==> src/rtl/calc_defs_pkg.sv <==
// Shared calculator definitions: operator encodings, entry FSM states and LED patterns.
// Used by the key entry front end, the ALU and the display block.
package calc_defs_pkg;

    localparam logic [1:0] OP_ADD = 2'd0;
    localparam logic [1:0] OP_SUB = 2'd1;
    localparam logic [1:0] OP_MUL = 2'd2;
    localparam logic [1:0] OP_DIV = 2'd3;

    typedef enum logic [2:0] {
        S_A,
        S_OP,
        S_B,
        S_REQ,
        S_SHOW
    } state_t;

    localparam logic [2:0] LED_A    = 3'b001;
    localparam logic [2:0] LED_OP   = 3'b011;
    localparam logic [2:0] LED_B    = 3'b010;
    localparam logic [2:0] LED_REQ  = 3'b010;
    localparam logic [2:0] LED_SHOW = 3'b101;

    // Several operator buttons landing together: the lowest index wins.
    function automatic logic [1:0] encode_op(input logic [3:0] hits);
        if (hits[0])      return OP_ADD;
        else if (hits[1]) return OP_SUB;
        else if (hits[2]) return OP_MUL;
        else              return OP_DIV;
    endfunction

endpackage

==> src/rtl/btn_debounce.sv <==
// Push-button conditioner: 2-flop synchroniser, stable-level debouncer and
// one-cycle rising-edge pulse of the debounced level.
module btn_debounce #(
    parameter int DEB_CYC = 50000
) (
    input  logic clk,
    input  logic rst,
    input  logic raw,
    output logic level,
    output logic rise
);

    localparam int CW = (DEB_CYC > 1) ? $clog2(DEB_CYC) : 1;
    localparam logic [CW-1:0] CNT_MAX = CW'(DEB_CYC - 1);

    logic          sync1;
    logic          sync2;
    logic [CW-1:0] cnt;

    always_ff @(posedge clk) begin
        if (rst) begin
            sync1 <= 1'b0;
            sync2 <= 1'b0;
            cnt   <= '0;
            level <= 1'b0;
            rise  <= 1'b0;
        end else begin
            sync1 <= raw;
            sync2 <= sync1;
            rise  <= 1'b0;
            // Any cycle where the synced input agrees with the accepted level restarts the count.
            if (sync2 == level) begin
                cnt <= '0;
            end else if (cnt == CNT_MAX) begin
                level <= sync2;
                rise  <= sync2;
                cnt   <= '0;
            end else begin
                cnt <= cnt + CW'(1);
            end
        end
    end

endmodule

==> src/rtl/key_entry_ctrl.sv <==
// Calculator input front end: conditions the buttons, sequences A/op/B entry
// and hands one calculation request at a time to the ALU over calc_req/calc_ack.
module key_entry_ctrl #(
    parameter int W       = 4,
    parameter int DEB_CYC = 50000
) (
    input  logic         clk,
    input  logic         rst,
    input  logic [W-1:0] in_number,
    input  logic [3:0]   arif,
    input  logic [1:0]   key,
    output logic [W-1:0] reg_a,
    output logic [W-1:0] reg_b,
    output logic [1:0]   op_code,
    output logic         calc_req,
    input  logic         calc_ack,
    output logic         err,
    output logic [2:0]   led
);

    import calc_defs_pkg::*;

    logic [W-1:0] num_s1;
    logic [W-1:0] num_s2;
    logic [5:0]   btn_raw;
    logic [5:0]   btn_rise;
    logic [5:0]   btn_level_unused;
    logic [3:0]   arif_ev;
    logic         enter_ev;
    logic         clear_ev;

    state_t       state,    state_n;
    logic [W-1:0] reg_a_n,  reg_b_n;
    logic [1:0]   op_code_n;
    logic         calc_req_n;
    logic         err_n;

    assign btn_raw  = {key, arif};
    assign arif_ev  = btn_rise[3:0];
    assign enter_ev = btn_rise[4];
    assign clear_ev = btn_rise[5];

    for (genvar i = 0; i < 6; i++) begin : g_btn
        btn_debounce #(.DEB_CYC(DEB_CYC)) u_btn (
            .clk   (clk),
            .rst   (rst),
            .raw   (btn_raw[i]),
            .level (btn_level_unused[i]),
            .rise  (btn_rise[i])
        );
    end

    always_ff @(posedge clk) begin
        if (rst) begin
            num_s1 <= '0;
            num_s2 <= '0;
        end else begin
            num_s1 <= in_number;
            num_s2 <= num_s1;
        end
    end

    always_ff @(posedge clk) begin
        if (rst) begin
            state    <= S_A;
            reg_a    <= '0;
            reg_b    <= '0;
            op_code  <= OP_ADD;
            calc_req <= 1'b0;
            err      <= 1'b0;
        end else begin
            state    <= state_n;
            reg_a    <= reg_a_n;
            reg_b    <= reg_b_n;
            op_code  <= op_code_n;
            calc_req <= calc_req_n;
            err      <= err_n;
        end
    end

    always_comb begin
        state_n    = state;
        reg_a_n    = reg_a;
        reg_b_n    = reg_b;
        op_code_n  = op_code;
        calc_req_n = calc_req;
        err_n      = err;
        // Clear overrides whatever else arrived in the same cycle.
        if (clear_ev) begin
            state_n    = S_A;
            reg_a_n    = '0;
            reg_b_n    = '0;
            op_code_n  = OP_ADD;
            calc_req_n = 1'b0;
            err_n      = 1'b0;
        end else begin
            case (state)
                S_A: if (enter_ev) begin
                    reg_a_n = num_s2;
                    err_n   = 1'b0;
                    state_n = S_OP;
                end
                S_OP: if (|arif_ev) begin
                    op_code_n = encode_op(arif_ev);
                    state_n   = S_B;
                end
                S_B: if (enter_ev) begin
                    reg_b_n = num_s2;
                    if (op_code == OP_DIV && num_s2 == '0) begin
                        err_n   = 1'b1;
                        state_n = S_SHOW;
                    end else begin
                        calc_req_n = 1'b1;
                        state_n    = S_REQ;
                    end
                end
                S_REQ: if (calc_ack) begin
                    calc_req_n = 1'b0;
                    state_n    = S_SHOW;
                end
                S_SHOW: if (enter_ev) begin
                    state_n = S_A;
                end
                default: state_n = S_A;
            endcase
        end
    end

    always_comb begin
        led = LED_A;
        case (state)
            S_A:     led = LED_A;
            S_OP:    led = LED_OP;
            S_B:     led = LED_B;
            S_REQ:   led = LED_REQ;
            S_SHOW:  led = LED_SHOW;
            default: led = LED_A;
        endcase
    end

endmodule

==> config.mk <==
export PLATFORM = sky130hd
export DESIGN_NAME = key_entry_ctrl
export DESIGN_NICKNAME = d
export VERILOG_FILES = /design/src/rtl/calc_defs_pkg.sv /design/src/rtl/btn_debounce.sv /design/src/rtl/key_entry_ctrl.sv
export SDC_FILE = /design/constraint.sdc
export NUM_CORES = 1
export LEC_CHECK = 0
export CAP_MARGIN = 20
export CORE_ASPECT_RATIO = 0.5
export CORE_MARGIN = 4
export CORE_UTILIZATION = 40
export DETAILED_ROUTE_END_ITERATION = 10
export GPL_TIMING_DRIVEN = 0
export PLACE_DENSITY = 0.53
export SKIP_CTS_REPAIR_TIMING = 1
export SYNTH_ARGS = -nofsm -noshare
export SYNTH_HDL_FRONTEND = slang
export SYNTH_SLANG_ARGS = --single-unit
==> constraint.sdc <==
create_clock -name clk -period 2.4 [get_ports clk]
set_input_delay 0.6 -clock clk [delete_from_list [all_inputs] [get_ports clk]]
set_output_delay 0.6 -clock clk [all_outputs]
set_load 0.1 [all_outputs]
==> results of run 1 <==
how the worst max path moves through the flow:
stage / start / end / slack [ns] / depth (start not counted)
6_report: state[1] / led[2] / 0.14 / 4
5_1_grt: state[1] / led[2] / 0.04 / 4
4_1_cts: state[0] / led[2] / -0.76 / 4
3_5_place_dp: state[0] / led[2] / -0.31 / 4
3_3_place_gp: state[0] / led[2] / -0.30 / 4
2_1_floorplan: op_code[0] / state[0] / 0.05 / 4
state kept, by name, summed over array words and instances, names as in the netlist:
| register | cells |
|---|---|
| g_btn.u_btn.sync1 | 6 |
| reg_a | 4 |
| err | 1 |
| num_s1 | 4 |
| calc_req | 1 |
| g_btn.u_btn.rise | 6 |
| num_s2 | 4 |
| reg_b | 4 |
| g_btn.u_btn.sync2 | 6 |
| state | 3 |
| g_btn.u_btn.level | 6 |
| op_code | 2 |
| g_btn.u_btn.cnt | 96 |
final cells by class:
| type | instances | area share [%] |
|---|---|---|
| Buffer | 18 | 1.325 |
| Clock buffer | 19 | 6.396 |
| Clock inverter | 13 | 1.855 |
| Inverter | 26 | 1.378 |
| Multi-Input combinational cell | 471 | 41.17 |
| Sequential cell | 143 | 40.42 |
| Tap cell | 198 | 3.498 |
| Timing Repair Buffer | 26 | 3.958 |
logic make-up (layout without fill, tap and decap cells):
kind of cell	after synthesis	after routing	synth area share, %
xor+xnor	86	86	12.62
fa+ha+maj	6	6	1.257
mux	12	12	2.012
simple gates	334	334	29.02
buf+inv	45	102	3.269
flops	143	143	47.95
compound gates	33	33	3.877
cell usage in the layout (no fill, tap or decap), types with 4 or more instances in the layout:
master / count
clkdlybuf4s50_1: 11
or4_1: 7
inv_1: 26
ha_1: 6
clkbuf_1: 10
nor4_1: 27
mux2i_1: 12
nand4b_1: 4
nor2b_1: 25
o21ai_0: 9
nand2b_1: 8
a21oi_1: 10
dfxtp_1: 143
nand2_1: 26
nand3_1: 29
dlymetal6s2s_1: 12
xnor2_1: 68
nor2_1: 123
clkbuf_16: 17
nand4_1: 27
nor3_1: 27
and3_1: 6
xor2_1: 18
clkinv_4: 6
power breakdown:
group	total (mW)	switching, mW	internal [mW]
logic	0.0799	0.0426	0.0373
registers	2.40	0.00990	2.39
clock network	2.57	1.07	1.51
per-stage QoR:
step	instance area, um^2	power, mW	hold WS (ns)	util [%]	worst slack, ns
floorplan	5973	2.499	0.4138	-	0.04846
global placement	6481	2.537	0.4178	44.56	-0.3021
detailed placement	6481	2.536	0.4231	44.56	-0.3112
CTS	7066	5.135	0.4383	48.58	-0.7598
global route	7082	5.261	0.4492	48.69	0.03629
finish	7082	5.056	0.4354	48.69	0.1444
cell usage after synthesis (all sizes together):
library cell | instances | share of area (%)
dfxtp | 143 | 48
nor2 | 124 | 7.8
xnor2 | 68 | 10
nand3 | 29 | 2.4
nand2 | 27 | 1.7
nand4 | 27 | 2.8
nor3 | 27 | 2.3
nor4 | 27 | 2.8
inv | 26 | 1.6
nor2b | 25 | 2.6
xor2 | 18 | 2.6
mux2i | 12 | 2.0
clkbuf | 11 | 0.69
o21ai | 11 | 1.3
a21oi | 10 | 0.84
or4 | 10 | 1.4
buf | 8 | 0.94
nand2b | 8 | 0.84
and3 | 6 | 0.63
ha | 6 | 1.3
nand4b | 4 | 0.59
nor4b | 4 | 0.69
or4b | 4 | 0.67
and4 | 3 | 0.44
o41ai | 3 | 0.44
or3 | 3 | 0.31
a211oi | 2 | 0.25
or2 | 2 | 0.21
or4bb | 2 | 0.38
a211o | 1 | 0.15
a21bo | 1 | 0.17
a21o | 1 | 0.13
and2 | 1 | 0.10
nor3b | 1 | 0.21
o221a | 1 | 0.19
o221ai | 1 | 0.15
o31a | 1 | 0.15
o31ai | 1 | 0.13
routing by layer:
layer | share of wire, % | routed length [um] | track usage, %
met2 | 43 | 4858 | 22.20
met3 | 2.0 | 223 | 3.386
met4 | 0.98 | 110 | 4.403
met5 | 0 | 0 | 0
met1 | 54 | 6063 | 19.04
==> results_dict.tcl, run 1 <==
set metrics [dict create \
    routed-via-count 4431 \
    critical_path_class "flip-flop to output pin" \
    power.leakage_nw 2.426 \
    multiInputGateArea_mm2 0.002915 \
    path_cells "clkbuf_1, nor2_1, and2_1, clkbuf_4" \
    ctsRootBufferMaster "clkbuf_16" \
    avgRoutedWirePerCell_um 12.32 \
    final_layout_size_suffix_gt1_share_pct 8.101 \
    numPortBuffers 26 \
    cts_buffer_depth 2 \
    reg2reg_from "g_btn[4].u_btn.cnt[0]" \
    hold_viol 0 \
    fin_crit_ns 2.256 \
    status "finished, final reports clean" \
    numCtsBuffers 17 \
    max_stage_delay_ns 0.32 \
    hp-class "flip-flop to flip-flop" \
    clock-sinks 143 \
    overflow 0 \
    avgViaCountPerCell 4.848 \
    syn_nets 678 \
    dp.cells 883 \
    ys.warnings.count 0 \
    regArea_mm2 0.002863 \
    slew_headroom_pct 35.19 \
    fin_cells 914 \
    insertedDiodeCount 0 \
    max_freq_mhz 443.3 \
    slew_violations 0 \
    grt_pass1_vias 4242 \
    area_growth_pct 18.61 \
    cts_tree "yes" \
    critPathTopFamily "buffers and inverters" \
    worst_slew_pin_slew_ns 0.9706 \
    nNetsFinal 722 \
    min_from "num_s1[2]" \
    endpoint_kind "output pin" \
    grt_max_degree 17 \
    timing.rr.end "g_btn[4].u_btn.cnt[15]" \
    fp.coreArea_mm2 0.01455 \
    drc 0 \
    hpwl_um 7688 \
    drv_cap 0 \
    ys_ff_latch 143 \
    ys_types 46 \
    critPathMaxFanout 8 \
    period_share_pct 93.98 \
    antenna_found_initial 0 \
    clkTransAtPathRegs_ns 0.06 \
    finClkSkew_ns 0.009700 \
    worstRegToRegCells 5 \
    crit_required_ns 1.80 \
    setup_viol 0 \
    crit_buf_inv 2 \
    grt_pass1_wl_um 19870 \
    dieHeight_um 94.39 \
    die_x_um 180.8 \
    clk-insertion-delay-late_ns 0.41 \
    seq_area_frac_synth_pct 47.95 \
    track_usage_pct 13.99 \
    worst_ir_drop_vdd_uv 548.5 \
    power_density_mw_per_mm2 713.9 \
    hold_depth 1 \
    tns_ns 0 \
    first_pass_iters 4 \
    cts_max_level 4 \
    synthCells 659 \
    place_congestion 0.7359 \
    synth_area_mm2 0.005971 \
    ant_nets 0 \
    syn_avg_cell_area_um2 9.060 \
    drt-initial-drc-count 170 \
    fill_cells 1415 \
    critPathSlowestCell "clkbuf_4" \
    start_util_pct 41.05 \
    rsz0062_at_grt "false" \
    drt-total-wl_um 11260 \
    pin_count 28 \
    ff2ff_setup_slack_ns 0.29 \
    std_cell_rows 31 \
    dieArea_mm2 0.01706 \
    startpoint_type "flip-flop" \
    min_to "num_s2[2]" \
    arrival_ns 1.66 \
]
Power figures use the tool's default switching activity.
==> run 2: changes to the inputs <==
--- a/config.mk
+++ b/config.mk
@@ -12,6 +12,7 @@
 export DETAILED_ROUTE_END_ITERATION = 10
 export GPL_TIMING_DRIVEN = 0
 export PLACE_DENSITY = 0.53
+export RECOVER_POWER = 25
 export SKIP_CTS_REPAIR_TIMING = 1
 export SYNTH_ARGS = -nofsm -noshare
 export SYNTH_HDL_FRONTEND = slang
==> results_dict.tcl, run 2 (synthesis results as in run 1) <==
set metrics [dict create \
    status "finished, final reports clean" \
    hp-class "flip-flop to flip-flop" \
    die_x_um 180.8 \
    final_design_area_no_fill_mm2 0.007066 \
    dieArea_mm2 0.01706 \
    tns_ns 0 \
    endpoint_kind "output pin" \
    critical_path_class "flip-flop to output pin" \
    worstRegToRegCells 6 \
    rsz0062_at_grt "false" \
    slew_headroom_pct 33.69 \
    avgViaCountPerCell 4.842 \
    final_cell_mix "143 x dfxtp_1, 123 x nor2_1, 68 x xnor2_1" \
    pin_count 28 \
    numCtsBuffers 17 \
    area_growth_pct 18.34 \
    fin_crit_ns 2.254 \
    startpoint_type "flip-flop" \
    power.leakage_nw 2.418 \
    largest_reg_flops 96 \
    reg2reg_from "g_btn[2].u_btn.cnt[4]" \
    nNetsFinal 722 \
    hold_viol 0 \
    overflow 0 \
    layout_commonest_cell "dfxtp_1" \
    min_from "num_s1[2]" \
    hold_depth 1 \
    start_util_pct 41.05 \
    dieHeight_um 94.39 \
    critPathMaxFanout 8 \
    drt-total-wl_um 11270 \
    final_layout_size_suffix_gt1_share_pct 7.402 \
    routed-via-count 4426 \
    dpl_cell_area_mm2 0.006481 \
    std_cell_rows 31 \
    hpwl_um 7688 \
    drv_cap 0 \
    power_density_mw_per_mm2 715.4 \
    max_freq_mhz 443.7 \
    fill_cells 1415 \
    clk-insertion-delay-late_ns 0.40 \
    place_congestion 0.7359 \
    cts_tree "yes" \
    finClkSkew_ns 0.009700 \
    clkTransAtPathRegs_ns 0.06 \
    startpoint "state[1]" \
    postLayoutCoreUtil_pct 48.58 \
    worst_ir_drop_vdd_uv 547.8 \
    grt-busiest-layer "met2" \
    setup_viol 0 \
    grt_pass1_vias 4242 \
    slew_violations 0 \
    grt_pass1_wl_um 19870 \
    ant_nets 0 \
    grtUsageMet2_pct 22.20 \
    track_usage_pct 13.99 \
    ctsRootBufferMaster "clkbuf_16" \
    avgRoutedWirePerCell_um 12.33 \
    cts_buffer_depth 2 \
    period_share_pct 93.90 \
    drc 0 \
    antenna_found_initial 0 \
    worst_slew_pin_slew_ns 0.9925 \
    top_register "g_btn.u_btn.cnt" \
    insertedDiodeCount 0 \
    crit_required_ns 1.80 \
    cts_max_level 4 \
    numPortBuffers 26 \
    first_pass_iters 4 \
    fp.coreArea_mm2 0.01455 \
    use_met3_pct 3.386 \
    arrival_ns 1.65 \
    clock-sinks 143 \
    grt_max_degree 17 \
    use_met1_pct 19.04 \
    drt-initial-drc-count 184 \
]
-- run 2: cell types whose count changed in the layout (fill, tap and decap cells not counted) --
cell / delta
nor3b_2: -1
or4_4: -2
nor3b_1: +1
or4_1: +2
nand2_1: +1
clkbuf_1: +1
buf_2: -1
nand2_2: -1
-- run 2: routing by layer --
metal | wire (um) | vias up
li1 | - | 2353
met2 | 4869 | 23
met3 | 244 | 10
met4 | 110 | 0
met1 | 6047 | 2040
met5 | 0 | -
-- run 2: power breakdown --
group	internal (mW)	switching, mW	leakage [nW]
clock network	1.51	1.07	0.287
registers	2.39	0.00989	1.16
logic	0.0373	0.0426	0.974
total	3.93	1.12	2.42
-- run 2: worst paths after layout --
check                                to  slack (ns)
setup / recovery                 led[2]        0.15
hold / removal                num_s2[2]        0.44
setup reg to reg  g_btn[2].u_btn.cnt[4]        0.22
hold reg to reg               num_s2[2]        0.44
-- run 2: area by class of cell --
class                   instances  area [um^2]  share of cell area [%]
clock buffers                  19        452.9                   6.410
flip-flops and latches        143         2863                   40.52
clock inverters                13        131.4                   1.859
repair buffers                 26        280.3                   3.967
multi-input cells             471         2900                   41.05
inverters                      26        97.59                   1.381
well taps                     198        247.7                   3.506
plain buffers                  18        92.59                   1.310
-- run 2: critical path, cell delays in order, from the launching register on --
cell and delay (ns):
dfxtp_1 0.29, clkbuf_1 0.18, nor2_1 0.28, and2_1 0.17
clkbuf_4 0.32
-- run 2: metrics by stage --
step | setup slack (ns) | cells | hold WS (ns) | power [mW]
6_report | 0.1464 | 914 | 0.4358 | 5.055
3_5_place_dp | -0.3112 | 883 | 0.4231 | 2.536
2_1_floorplan | 0.04846 | 659 | 0.4138 | 2.499
5_1_grt | 0.03629 | 914 | 0.4492 | 5.261
4_1_cts | -0.7598 | 915 | 0.4383 | 5.135
3_3_place_gp | -0.3021 | 883 | 0.4178 | 2.537
==> run 3: changes to the inputs <==
--- a/config.mk
+++ b/config.mk
@@ -6,9 +6,9 @@
 export NUM_CORES = 1
 export LEC_CHECK = 0
 export CAP_MARGIN = 20
-export CORE_ASPECT_RATIO = 0.5
 export CORE_MARGIN = 4
 export CORE_UTILIZATION = 40
+export CTS_CLUSTER_SIZE = 12
 export DETAILED_ROUTE_END_ITERATION = 10
 export GPL_TIMING_DRIVEN = 0
 export PLACE_DENSITY = 0.53
==> results_dict.tcl, run 3 (synthesis results as in run 1) <==
set metrics [dict create \
    critPathMaxFanout 8 \
    drc 0 \
    ctsRootBufferMaster "clkbuf_16" \
    numPortBuffers 26 \
    largest_reg_flops 96 \
    use_met1_pct 18.28 \
    critPathTopFamily "buffers and inverters" \
    cts_max_level 4 \
    routed-via-count 4540 \
    grt_max_degree 17 \
    dieArea_mm2 0.01695 \
    tns_ns 0 \
    p_comb_share_pct 1.7 \
    cts_buffer_depth 2 \
    period_share_pct 92.40 \
    ff2ff_setup_slack_ns 0.28 \
    reg2reg_from "g_btn[4].u_btn.cnt[0]" \
    drv_cap 0 \
    setup_viol 0 \
    finClkSkew_ns 0.005318 \
    first_pass_iters 4 \
    switching_share_pct 20.71 \
    hpwl_um 8025 \
    path_cells "clkbuf_1, nand2b_1, clkbuf_2" \
    fp.coreArea_mm2 0.01459 \
    final_layout_size_suffix_gt1_share_pct 7.692 \
    worst_slew_pin_slew_ns 0.9750 \
    rsz0062_at_grt "false" \
    insertedDiodeCount 0 \
    power.leakage_nw 2.413 \
    layout_commonest_cell "dfxtp_1" \
    startpoint_type "flip-flop" \
    min_from "num_s1[1]" \
    ant_nets 0 \
    max_freq_mhz 450.9 \
    use_met3_pct 4.666 \
    dp.cells 869 \
    slew_headroom_pct 34.90 \
    final_cell_mix "143 x dfxtp_1, 122 x nor2_1, 68 x xnor2_1" \
    pin_count 28 \
    fin_cells 899 \
    numCtsBuffers 17 \
    worst_ir_drop_vdd_uv 493.3 \
    arrival_ns 1.62 \
    dieHeight_um 130.2 \
    grt_pass1_wl_um 19660 \
    hold_viol 0 \
    grt-busiest-layer "met2" \
    hp-class "flip-flop to flip-flop" \
    grtUsageMet2_pct 23.02 \
    min_to "num_s2[1]" \
    fin_crit_ns 2.218 \
    p_seq_share_pct 49.0 \
    start_util_pct 40.93 \
    worstRegToRegCells 5 \
    p_switching_mw 1.016 \
    place_congestion 0.8016 \
    crit_required_ns 1.80 \
    grt_pass1_vias 4302 \
    clkTransAtPathRegs_ns 0.06 \
    timing.rr.end "g_btn[4].u_btn.cnt[15]" \
    p_clk_share_pct 49.4 \
    drt-initial-drc-count 228 \
    overflow 0 \
    avgRoutedWirePerCell_um 12.68 \
    track_usage_pct 14.39 \
    hold_depth 1 \
    max_stage_delay_ns 0.41 \
    status "finished, final reports clean" \
    top_register "g_btn.u_btn.cnt" \
    clock-sinks 143 \
    power_density_mw_per_mm2 698.7 \
    critPathSlowestCell "clkbuf_2" \
    die_x_um 130.2 \
    crit_buf_inv 2 \
    antenna_found_initial 0 \
    area_growth_pct 17.58 \
    std_cell_rows 44 \
    critical_path_class "flip-flop to output pin" \
    drt-total-wl_um 11400 \
    p_int_mw 3.889 \
    startpoint "state[1]" \
    endpoint_kind "output pin" \
    clk-insertion-delay-late_ns 0.41 \
    cts_tree "yes" \
    slew_violations 0 \
    avgViaCountPerCell 5.050 \
    nNetsFinal 722 \
]
## run 3: power by group through the flow
stage / Sequential (mW) / Clock [mW] / Combinational, mW
after floorplan: 2.45 / 0 / 0.0474
after global placement: 2.45 / 0 / 0.0828
after detailed placement: 2.45 / 0 / 0.0838
after CTS: 2.40 / 2.51 / 0.0842
after global routing: 2.40 / 2.62 / 0.0919
final: 2.40 / 2.42 / 0.0813
## run 3: layout make-up
cell class | count | area, um^2
fill | 1362 | 7569
multi-input combinational | 471 | 2908
tap | 184 | 230.2
sequential | 143 | 2863
inverter | 26 | 97.59
buffer | 18 | 93.84
clock inverter | 12 | 95.09
clock buffer | 19 | 452.9
timing repair buffer | 26 | 280.3
## run 3: through the flow
step	setup WS (ns)	util (%)	hold WS, ns	total power [mW]	area (um^2)
2_1_floorplan	0.04846	-	0.4138	2.499	5973
3_3_place_gp	-0.2925	44.31	0.4223	2.537	6464
3_5_place_dp	-0.3199	44.31	0.4247	2.539	6464
4_1_cts	-0.7685	48.06	0.4372	4.992	7012
5_1_grt	0.04469	48.12	0.4599	5.120	7020
6_report	0.1824	48.12	0.4314	4.905	7020
## run 3: worst max-delay path by stage
stage | endpoint | slack, ns | cells after the start
finish | led[0] | 0.18 | 3
global route | g_btn[4].u_btn.cnt[15] | 0.04 | 5
CTS | led[2] | -0.77 | 4
detailed placement | led[2] | -0.32 | 4
global placement | led[2] | -0.29 | 4
floorplan | state[0] | 0.05 | 4
## run 3: metal layers
| layer | share of wire [%] | vias to the layer above |
|---|---|---|
| li1 | - | 2348 |
| met1 | 49 | 2112 |
| met2 | 46 | 68 |
| met3 | 4.5 | 12 |
| met4 | 1.3 | 0 |
| met5 | 0 | - |
